**src/rtl/ins_exec_rv32i_s_st.sv**
```systemverilog
// RV32I store executor: computes the effective address, lane-aligns SB/SH/SW data
// and drives one request/acknowledge write onto the data-memory port.
module ins_exec_rv32i_s_st (
  input  logic        clk,
  input  logic        rst,
  input  logic        op,
  input  logic [6:0]  ins_dec_op,
  input  logic [2:0]  ins_dec_funct3,
  input  logic [11:0] ins_dec_imm,
  input  logic [31:0] reg_rs1_val,
  input  logic [31:0] reg_rs2_val,
  output logic        mem_w_req,
  output logic [31:0] mem_w_addr,
  output logic [31:0] mem_w_data,
  output logic [3:0]  mem_w_be,
  input  logic        mem_w_ack,
  output logic        busy,
  output logic        done,
  output logic        exc_misaligned,
  output logic        exc_illegal
);

  localparam logic [6:0] OPC_STORE = 7'b0100011;
  localparam logic [2:0] F3_SB = 3'd0;
  localparam logic [2:0] F3_SH = 3'd1;
  localparam logic [2:0] F3_SW = 3'd2;

  typedef enum logic [1:0] {
    IDLE = 2'd0,
    REQ  = 2'd1,
    FIN  = 2'd2,
    ERR  = 2'd3
  } state_t;

  state_t      state_reg;
  state_t      state_next;

  logic [31:0] ea;
  logic        funct3_legal;
  logic        misaligned;
  logic [31:0] lane_data;
  logic [3:0]  lane_be;

  logic [31:0] addr_reg;
  logic [31:0] data_reg;
  logic [3:0]  be_reg;
  logic        err_illegal_reg;

  assign ea = reg_rs1_val + {{20{ins_dec_imm[11]}}, ins_dec_imm};

  always_comb begin
    funct3_legal = 1'b0;
    misaligned   = 1'b0;
    lane_data    = 32'd0;
    lane_be      = 4'b0000;
    case (ins_dec_funct3)
      F3_SB: begin
        funct3_legal = 1'b1;
        lane_data    = {4{reg_rs2_val[7:0]}};
        lane_be      = 4'b0001 << ea[1:0];
      end
      F3_SH: begin
        funct3_legal = 1'b1;
        misaligned   = ea[0];
        lane_data    = {2{reg_rs2_val[15:0]}};
        lane_be      = ea[1] ? 4'b1100 : 4'b0011;
      end
      F3_SW: begin
        funct3_legal = 1'b1;
        misaligned   = (ea[1:0] != 2'b00);
        lane_data    = reg_rs2_val;
        lane_be      = 4'b1111;
      end
      default: begin
        funct3_legal = 1'b0;
      end
    endcase
  end

  always_comb begin
    state_next = state_reg;
    case (state_reg)
      IDLE: begin
        if (op && (ins_dec_op == OPC_STORE)) begin
          if (!funct3_legal || misaligned) state_next = ERR;
          else                             state_next = REQ;
        end
      end
      REQ:     if (mem_w_ack) state_next = FIN;
      FIN:     state_next = IDLE;
      ERR:     state_next = IDLE;
      default: state_next = IDLE;
    endcase
  end

  always_ff @(posedge clk or posedge rst) begin
    if (rst) state_reg <= IDLE;
    else     state_reg <= state_next;
  end

  // Write beats are latched at acceptance so input churn cannot disturb an open request.
  always_ff @(posedge clk or posedge rst) begin
    if (rst) begin
      addr_reg        <= 32'd0;
      data_reg        <= 32'd0;
      be_reg          <= 4'b0000;
      err_illegal_reg <= 1'b0;
    end else begin
      if (state_reg == IDLE && state_next == REQ) begin
        addr_reg <= {ea[31:2], 2'b00};
        data_reg <= lane_data;
        be_reg   <= lane_be;
      end else if (state_reg == REQ && state_next != REQ) begin
        be_reg <= 4'b0000;
      end
      if (state_reg == IDLE && state_next == ERR)
        err_illegal_reg <= !funct3_legal;
    end
  end

  assign mem_w_req      = (state_reg == REQ);
  assign mem_w_addr     = addr_reg;
  assign mem_w_data     = data_reg;
  assign mem_w_be       = be_reg;
  assign busy           = (state_reg != IDLE);
  assign done           = (state_reg == FIN);
  assign exc_illegal    = (state_reg == ERR) && err_illegal_reg;
  assign exc_misaligned = (state_reg == ERR) && !err_illegal_reg;

endmodule

```
**config.mk**
```make
export PLATFORM = sky130hd
export DESIGN_NAME = ins_exec_rv32i_s_st
export DESIGN_NICKNAME = d
export VERILOG_FILES = /design/src/rtl/ins_exec_rv32i_s_st.sv
export SDC_FILE = /design/constraint.sdc
export NUM_CORES = 1
export LEC_CHECK = 0
export BUFFER_PORTS_ARGS = -buffer_cell sky130_fd_sc_hd__buf_4
export CORE_MARGIN = 2
export CORE_UTILIZATION = 46
export CTS_CLUSTER_DIAMETER = 50
export CTS_CLUSTER_SIZE = 20
export DETAILED_ROUTE_END_ITERATION = 12
export HOLD_SLACK_MARGIN = 0.08
export PLACE_DENSITY = 0.77
export SLEW_MARGIN = 25
export SYNTH_ARGS = -nofsm -noshare
export SYNTH_HDL_FRONTEND = slang
export SYNTH_SLANG_ARGS = --single-unit
```
**constraint.sdc**
```tcl
create_clock -name clk -period 1.87 [get_ports clk]
set_input_delay 0.187 -clock clk [delete_from_list [all_inputs] [get_ports clk]]
set_output_delay 0.187 -clock clk [all_outputs]
set_load 0.02 [all_outputs]
```
==> metrics.md, run 1 <==
| Metric | Value |
|---|---|
| Outcome | `complete, but fails checks` |
| Violated checks | `negative setup slack` |
| Die outline width | `~100 um` |
| Shortest clock period the worst path allows after layout | `1922 ps` |
| Largest voltage drop on the vdd net | `437.5 uV` |
| Routed wire length per instance | `between 15 and 20 um` |
| Async S/R FF share, synth | `100.0%` |
| Area of the core region | `just under 10,000 um2` |
| Register-to-register setup slack | `20 ps` |
| Number of max-cap violations | `0` |
| Non-filler instance count after layout | `963` |
| Latest clock arrival within the worst-skew pair | `between 300 and 400 ps` |
| Worst Max-Slew Pin Slew | `roughly 1100 ps` |
| Clock slew at reported path FFs | `80 ps` |
| Most area-consuming cells after synthesis | `sky130_fd_sc_hd__dfrtp_1, sky130_fd_sc_hd__ha_1, sky130_fd_sc_hd__nand2_1` |
| Sequential element share of the synthesized area | `37.13%` |
| Mean number of vias per cell | `5.565` |
| Congestion Overflow GR | `0` |
| Setup repair after global routing missed its margin | `true` |
| Pin count of the biggest net entering global routing | `51` |
| Height of the die | `104.6 um` |
| Starting DRT DRC Count | `382` |
| Max frequency | `0.5203 GHz` |
| Worst reg-to-reg path cell count | `4` |
| Data required time at the worst endpoint | `2140 ps` |
| Number of placement rows | `36` |
| Type of the worst setup path | `in2reg` |
| Fraction of final layout cells with drive strength greater than 1 | `a little under half` |
| DRT Wirelength | `16,410 um` |
| Post-synth EDFFs | `0` |
| # port buffers | `160` |
| Post-route worst hold slack | `91.45 ps` |
| Number of levels in the clock H-tree | `3` |
| Kind of path behind the tightest hold check | `in2reg` |
| Per-instance average area after synthesis | `8.365 um2` |
| FF+latch count, synth | `69` |
| Final Slew Violations | `0` |
| Leakage power | `between 3 and 4 nW` |
| Post-synthesis instance area | `4651 um2` |
| Remaining DRCs | `0` |
| Worst hold path depth | `3` |
| Startpoint Class | `input port` |
| Max transition margin | `24.92%` |
| Crit path DAT | `2190 ps` |
| Final setup violation count | `1` |
| Final clock skew | `between 6 and 7 ps` |
| Num CTS Buffers | `9` |
| Synthesis Warnings | `0` |
| CTS Sinks | `slightly below 70` |
| Post-DP HPWL | `11,890 um` |
| Critical Path End Type | `register` |
| Number of endpoints with negative hold slack in the final report | `0` |
| Buffer cell driving the clock tree root | `sky130_fd_sc_hd__clkbuf_8` |
| Synth Flop Type | `sky130_fd_sc_hd__dfrtp_1` |
| GRT Util Overall | `27.84%` |
| Remaining antenna violation count | `0` |
| Final design instance area without fill | `7695 um2` |
| Clock tree from TritonCTS | `yes` |
| Ports placed on the boundary | `163` |
| N_diodes | `0` |
| DIE AREA | `10,930 um2` |
| Synthesized instance count | `556` |
| Largest register FFs | `32` |
| Detailed-route via count | `5,359` |
| Area grow syn2layout | `65.46%` |
| Number of iterations in the first detailed-routing pass | `5` |
| Post-layout net count | `947` |
| Synth area leader | `sky130_fd_sc_hd__dfrtp_1` |
| Worst setup slack after placement | `-640.4 ps` |
| Wire length of the first global-routing pass | `24,630 um` |
| Power density cells | `635.1 nW/um2` |
| Period utilisation layout | `102.8%` |
| Clock Tree Buf Depth | `2` |
| Placed insts | `approximately 930` |
| Worst Path Max Fanout | `4` |
| Initial Util | `between 40% and 50%` |
| Last weighted congestion value of the routability-driven placer | `0.9445` |
| Library cells used by synthesis | `56` |
| Fin worst setup slack | `-51.95 ps` |
| Post-place instance area | `6882 um2` |
| Yosys top cell area share | `between 30% and 40%` |
| Via count of the first global-routing pass | `just over 5k` |
| Antenna violations before repair | `0` |
cells by family (layout without fill, tap and decap cells):
family / after synthesis / after routing / synth area share (%)
AO/OA/AOI/OAI: 168 / 168 / 22.89
XOR/XNOR: 29 / 29 / 5.461
adder cells (fa/ha/maj): 32 / 32 / 8.770
buffers and inverters: 37 / 310 / 3.470
flip-flops: 69 / 69 / 37.13
multiplexers: 10 / 10 / 2.179
other: 1 / 2 / 0.08063
AND/OR/NAND/NOR: 210 / 210 / 20.02
path summary, 6_finish.rpt:
| path | startpoint | endpoint |
|---|---|---|
| setup / recovery | ins_dec_imm[0] | mem_w_addr[26]$_DFFE_PP0P_ |
| max in group asynchronous | rst | mem_w_addr[29]$_DFFE_PP0P_ |
| hold / removal | reg_rs2_val[18] | mem_w_data[18]$_DFFE_PP0P_ |
| hold reg to reg | mem_w_addr[11]$_DFFE_PP0P_ | mem_w_addr[11]$_DFFE_PP0P_ |
| min in group asynchronous | rst | mem_w_data[30]$_DFFE_PP0P_ |
| setup reg to reg | state_reg[0]$_DFF_PP0_ | mem_w_addr[26]$_DFFE_PP0P_ |
cell usage in the layout, fill, tap and decap left out, types with 4 or more instances in the layout:
master and instances:
sky130_fd_sc_hd__buf_4 277, sky130_fd_sc_hd__nand2_1 90, sky130_fd_sc_hd__dfrtp_1 69, sky130_fd_sc_hd__nor2_1 65, sky130_fd_sc_hd__a21oi_1 33, sky130_fd_sc_hd__o21ai_0 32, sky130_fd_sc_hd__xnor2_1 17, sky130_fd_sc_hd__a221oi_2 15
sky130_fd_sc_hd__o21ai_1 14, sky130_fd_sc_hd__ha_1 13, sky130_fd_sc_hd__ha_4 13, sky130_fd_sc_hd__xor2_1 11, sky130_fd_sc_hd__a21oi_2 10, sky130_fd_sc_hd__clkbuf_8 10, sky130_fd_sc_hd__mux2i_1 9, sky130_fd_sc_hd__o31ai_1 9
sky130_fd_sc_hd__a21o_1 9, sky130_fd_sc_hd__nand2b_1 6, sky130_fd_sc_hd__nand4_1 6, sky130_fd_sc_hd__a31oi_1 6, sky130_fd_sc_hd__o21a_1 6, sky130_fd_sc_hd__nor2b_1 5, sky130_fd_sc_hd__inv_1 5, sky130_fd_sc_hd__o21ai_2 5
sky130_fd_sc_hd__nand3_1 5, sky130_fd_sc_hd__ha_2 5, sky130_fd_sc_hd__dlygate4sd3_1 5, sky130_fd_sc_hd__nor2_2 4, sky130_fd_sc_hd__bufinv_16 4
report_power, final:
| part | leakage, nW | internal (mW) | switching [mW] |
|---|---|---|---|
| clock network | 0.136 | 1.06 | 0.588 |
| logic | 2.70 | 0.834 | 0.824 |
| registers | 0.957 | 1.54 | 0.0385 |
| total | 3.80 | 3.44 | 1.45 |
metrics by stage:
| step | power (mW) | TNS (ps) | utilization [%] |
|---|---|---|---|
| 2_1_floorplan | 2.315 | -19640 | - |
| 3_5_place_dp | 3.035 | -28750 | 70.40 |
| 4_1_cts | 4.733 | -108.2 | 75.44 |
| 3_3_place_gp | 2.998 | -26470 | 70.35 |
| 5_1_grt | 5.081 | -278.7 | 78.73 |
| 6_report | 4.887 | -51.95 | 78.73 |
synthesized netlist by cell type, types with 2 or more instances:
cell / count
sky130_fd_sc_hd__xor2_1: 11
sky130_fd_sc_hd__a211oi_1: 2
sky130_fd_sc_hd__o21ai_2: 2
sky130_fd_sc_hd__nor3_1: 5
sky130_fd_sc_hd__inv_1: 6
sky130_fd_sc_hd__a21o_1: 9
sky130_fd_sc_hd__nand2b_1: 6
sky130_fd_sc_hd__buf_4: 2
sky130_fd_sc_hd__ha_1: 31
sky130_fd_sc_hd__o21ai_1: 11
sky130_fd_sc_hd__a221oi_1: 16
sky130_fd_sc_hd__a31oi_1: 9
sky130_fd_sc_hd__nor2b_1: 6
sky130_fd_sc_hd__a31o_2: 2
sky130_fd_sc_hd__nand4_1: 6
sky130_fd_sc_hd__o211ai_1: 3
sky130_fd_sc_hd__nand3_1: 5
sky130_fd_sc_hd__xnor2_1: 18
sky130_fd_sc_hd__and3_1: 2
sky130_fd_sc_hd__buf_2: 6
sky130_fd_sc_hd__nor2_1: 69
sky130_fd_sc_hd__or3_1: 2
sky130_fd_sc_hd__or4_1: 2
sky130_fd_sc_hd__buf_1: 3
sky130_fd_sc_hd__or2_2: 2
sky130_fd_sc_hd__clkbuf_1: 19
sky130_fd_sc_hd__dfrtp_1: 69
sky130_fd_sc_hd__nor4_1: 2
sky130_fd_sc_hd__mux2i_1: 9
sky130_fd_sc_hd__a21oi_1: 45
sky130_fd_sc_hd__o21ai_0: 39
sky130_fd_sc_hd__nand2_1: 93
sky130_fd_sc_hd__o31ai_1: 11
sky130_fd_sc_hd__o21bai_1: 5
sky130_fd_sc_hd__o21a_1: 6
sky130_fd_sc_hd__and2_1: 2
worst max-delay path, stage by stage:
cell,delay (ps)
sky130_fd_sc_hd__buf_6,100
sky130_fd_sc_hd__ha_4,150
sky130_fd_sc_hd__fa_2,430
sky130_fd_sc_hd__nor3_2,160
sky130_fd_sc_hd__o21bai_1,120
sky130_fd_sc_hd__or3_4,380
sky130_fd_sc_hd__or4_4,490
sky130_fd_sc_hd__o211ai_2,160
cell type report:
| cell class | count | area, um2 |
|---|---|---|
| Clock buffer | 10 | 137.6 |
| Clock inverter | 6 | 133.9 |
| Fill cell | 614 | 2079 |
| Inverter | 6 | 26.28 |
| Multi-Input combinational cell | 451 | 3281 |
| Sequential cell | 69 | 1727 |
| Tap cell | 133 | 166.4 |
| Timing Repair Buffer | 288 | 2223 |
repair_timing:
action / in CTS / in global routing
buffers inserted: 5 / 3
endpoints found under the setup margin: 59 / 34
pin swaps: 18 / 27
hold buffers: 5 / 0
endpoints found under the hold margin: 28 / 0
resized for setup: 28 / 55
routing by layer:
layer | global-route usage, % | part of all wire, % | up-vias
met5 | 0 | 0 | -
met4 | 9.073 | 2.8 | 0
met3 | 4.492 | 6.7 | 47
met2 | 47.29 | 50 | 246
met1 | 36.21 | 41 | 2554
li1 | - | - | 2512
Power figures use the tool's default switching activity.
==> run 2, diff against run 1 <==
--- a/config.mk
+++ b/config.mk
@@ -12,7 +12,7 @@
 export CTS_CLUSTER_SIZE = 20
 export DETAILED_ROUTE_END_ITERATION = 12
 export HOLD_SLACK_MARGIN = 0.08
-export PLACE_DENSITY = 0.77
+export PLACE_DENSITY = 0.76
 export SLEW_MARGIN = 25
 export SYNTH_ARGS = -nofsm -noshare
 export SYNTH_HDL_FRONTEND = slang
==> run 2 against run 1 <==
The run still ends with negative setup slack left. Die area did not move. Clock skew shrank 0.90 ps. Combinational power decreased by 6%. Sequential power barely moved. Sequential cell count is the same. Critical path depth is the same. Largest cell class unchanged.
==> metrics.md, run 2 (same netlist as run 1, synthesis figures left out) <==
| Metric | Value |
|---|---|
| Shortest clock period the worst path allows after layout | `1879 ps` |
| Outcome | `complete, but fails checks` |
| Fin worst setup slack | `-9.200 ps` |
| Mean number of vias per cell | `5.429` |
| Max transition margin | `33.90%` |
| Kind of path behind the tightest hold check | `in2reg` |
| Latest clock arrival within the worst-skew pair | `350 ps` |
| Violated checks | `negative setup slack` |
| Number of endpoints with negative hold slack in the final report | `0` |
| Last weighted congestion value of the routability-driven placer | `0.9584` |
| Capturing point of the worst reg2reg path | `mem_w_addr[26]$_DFFE_PP0P_` |
| Worst Max-Slew Pin Slew | `989.5 ps` |
| Congestion Overflow GR | `0` |
| Num CTS Buffers | `9` |
| Worst reg-to-reg path cell count | `4` |
| Number of levels in the clock H-tree | `3` |
| Post-layout net count | `approximately 940` |
| N_diodes | `0` |
| End point of the worst hold path | `mem_w_data[9]$_DFFE_PP0P_` |
| Die outline width | `104.6 um` |
| Critical Path End Type | `register` |
| Area grow syn2layout | `61.61%` |
| Pin count of the biggest net entering global routing | `45` |
| Period utilisation layout | `100.5%` |
| Remaining DRCs | `0` |
| Register-to-register setup slack | `80 ps` |
| Startpoint Class | `input port` |
| CTS Sinks | `69` |
| Leakage power | `3.733 nW` |
| Setup repair after global routing missed its margin | `true` |
| Clock slew at reported path FFs | `80 ps` |
| Largest voltage drop on the vdd net | `between 400 and 500 uV` |
| Largest register FFs | `32` |
| Initial Util | `47.58%` |
| Number of fillers in the final layout | `about 680` |
| Max frequency | `around 0.53 GHz` |
| Number of placement rows | `36` |
| Starting DRT DRC Count | `roughly 340` |
| Final setup violation count | `2` |
| Detailed-route via count | `5,179` |
| Clock Tree Buf Depth | `2` |
| Sum of negative setup slack | `-9.239 ps` |
| Worst setup slack after placement | `-558.5 ps` |
| Fraction of final layout cells with drive strength greater than 1 | `between 40% and 50%` |
| Commonest cells after routing, fill and taps aside | `sky130_fd_sc_hd__buf_4, sky130_fd_sc_hd__nand2_1, sky130_fd_sc_hd__dfrtp_1` |
| Worst Path Max Fanout | `3` |
| Worst hold path depth | `3` |
| # port buffers | `160` |
| GRT Util Overall | `27.44%` |
| Ports placed on the boundary | `approximately 160` |
| Routed wire length per instance | `about 16 um` |
| Antenna violations before repair | `0` |
| Height of the die | `104.6 um` |
| Data required time at the worst endpoint | `2140 ps` |
| Area of the core region | `9774 um2` |
| Final clock skew | `~6 ps` |
| Start point of the worst min-delay path | `reg_rs2_val[9]` |
| Power density cells | `609.8 nW/um2` |
| Most frequent standard cell in the layout excluding fill and tap cells | `sky130_fd_sc_hd__buf_4` |
| Number of max-cap violations | `0` |
| Clock tree from TritonCTS | `yes` |
| Crit Reg-Reg Startpoint | `state_reg[0]$_DFF_PP0_` |
| Type of the worst setup path | `in2reg` |
| DIE AREA | `between 10,000 and 15,000 um2` |
| Buffer cell driving the clock tree root | `sky130_fd_sc_hd__clkbuf_8` |
| Final Slew Violations | `0` |
| Via count of the first global-routing pass | `approximately 5.0k` |
| End-of-flow core utilization | `76.89%` |
| DRT Wirelength | `15,240 um` |
| Post-DP HPWL | `11,800 um` |
| Wire length of the first global-routing pass | `24,430 um` |
| Crit path DAT | `2140 ps` |
| Remaining antenna violation count | `0` |
| Number of iterations in the first detailed-routing pass | `5` |
run 2: changes by cell type in the layout (fill, tap and decap cells not counted), sizes merged:
cell,change
dlygate4sd3,+5
bufinv,-1
buf,-13
run 2: worst max-delay path, cell delays in order:
cell	delay, ps
sky130_fd_sc_hd__buf_6	100
sky130_fd_sc_hd__ha_4	150
sky130_fd_sc_hd__fa_2	440
sky130_fd_sc_hd__nor3_2	170
sky130_fd_sc_hd__o21bai_1	110
sky130_fd_sc_hd__or3_4	370
sky130_fd_sc_hd__or4_4	490
sky130_fd_sc_hd__o211ai_2	140
run 2: per-stage QoR:
stage,hold WS (ps),instance area [um2],total power [mW],std cells
CTS,80.72,7247,4.503,952
detailed placement,281.6,6842,3.017,927
global placement,268.1,6837,2.981,927
floorplan,292.4,4808,2.315,557
global route,86.45,7516,4.819,954
finish,96.03,7516,4.583,954
run 2: timing repair:
| item | 4_1_cts | 5_1_grt |
|---|---|---|
| hold endpoints to repair | 32 | 0 |
| buffers inserted | 0 | 2 |
| hold buffers | 10 | 0 |
| endpoints found under the setup margin | 59 | 51 |
| pin swaps | 7 | 20 |
| resized for setup | 17 | 46 |
run 2: metal layers:
| layer | track usage, % | vias up | routed length (um) |
|---|---|---|---|
| met5 | 0 | - | 0 |
| met4 | 7.625 | 0 | 184 |
| met3 | 4.679 | 16 | 1071 |
| met2 | 48.18 | 213 | 7722 |
| met1 | 34.75 | 2446 | 6257 |
| li1 | - | 2504 | - |
run 2: where the power goes:
group	internal [mW]	switching (mW)
combinational	0.787	0.769
clock	0.875	0.569
sequential	1.54	0.0381
run 2: worst max path at each step:
stage,start,end
floorplan,ins_dec_imm[0],mem_w_addr[26]$_DFFE_PP0P_
global placement,ins_dec_imm[0],mem_w_data[22]$_DFFE_PP0P_
detailed placement,ins_dec_imm[0],mem_w_data[21]$_DFFE_PP0P_
CTS,ins_dec_imm[0],mem_w_addr[26]$_DFFE_PP0P_
global route,ins_dec_imm[0],mem_w_addr[26]$_DFFE_PP0P_
finish,ins_dec_imm[0],mem_w_addr[26]$_DFFE_PP0P_
run 2: cell type report:
cell class	count	area, um2	share of cell area, %
Clock buffer	10	127.6	1.698
Inverter	6	26.28	0.3496
Clock inverter	5	100.1	1.332
Multi-Input combinational cell	451	3178	42.28
Tap cell	133	166.4	2.214
Sequential cell	69	1727	22.97
Timing Repair Buffer	280	2191	29.15
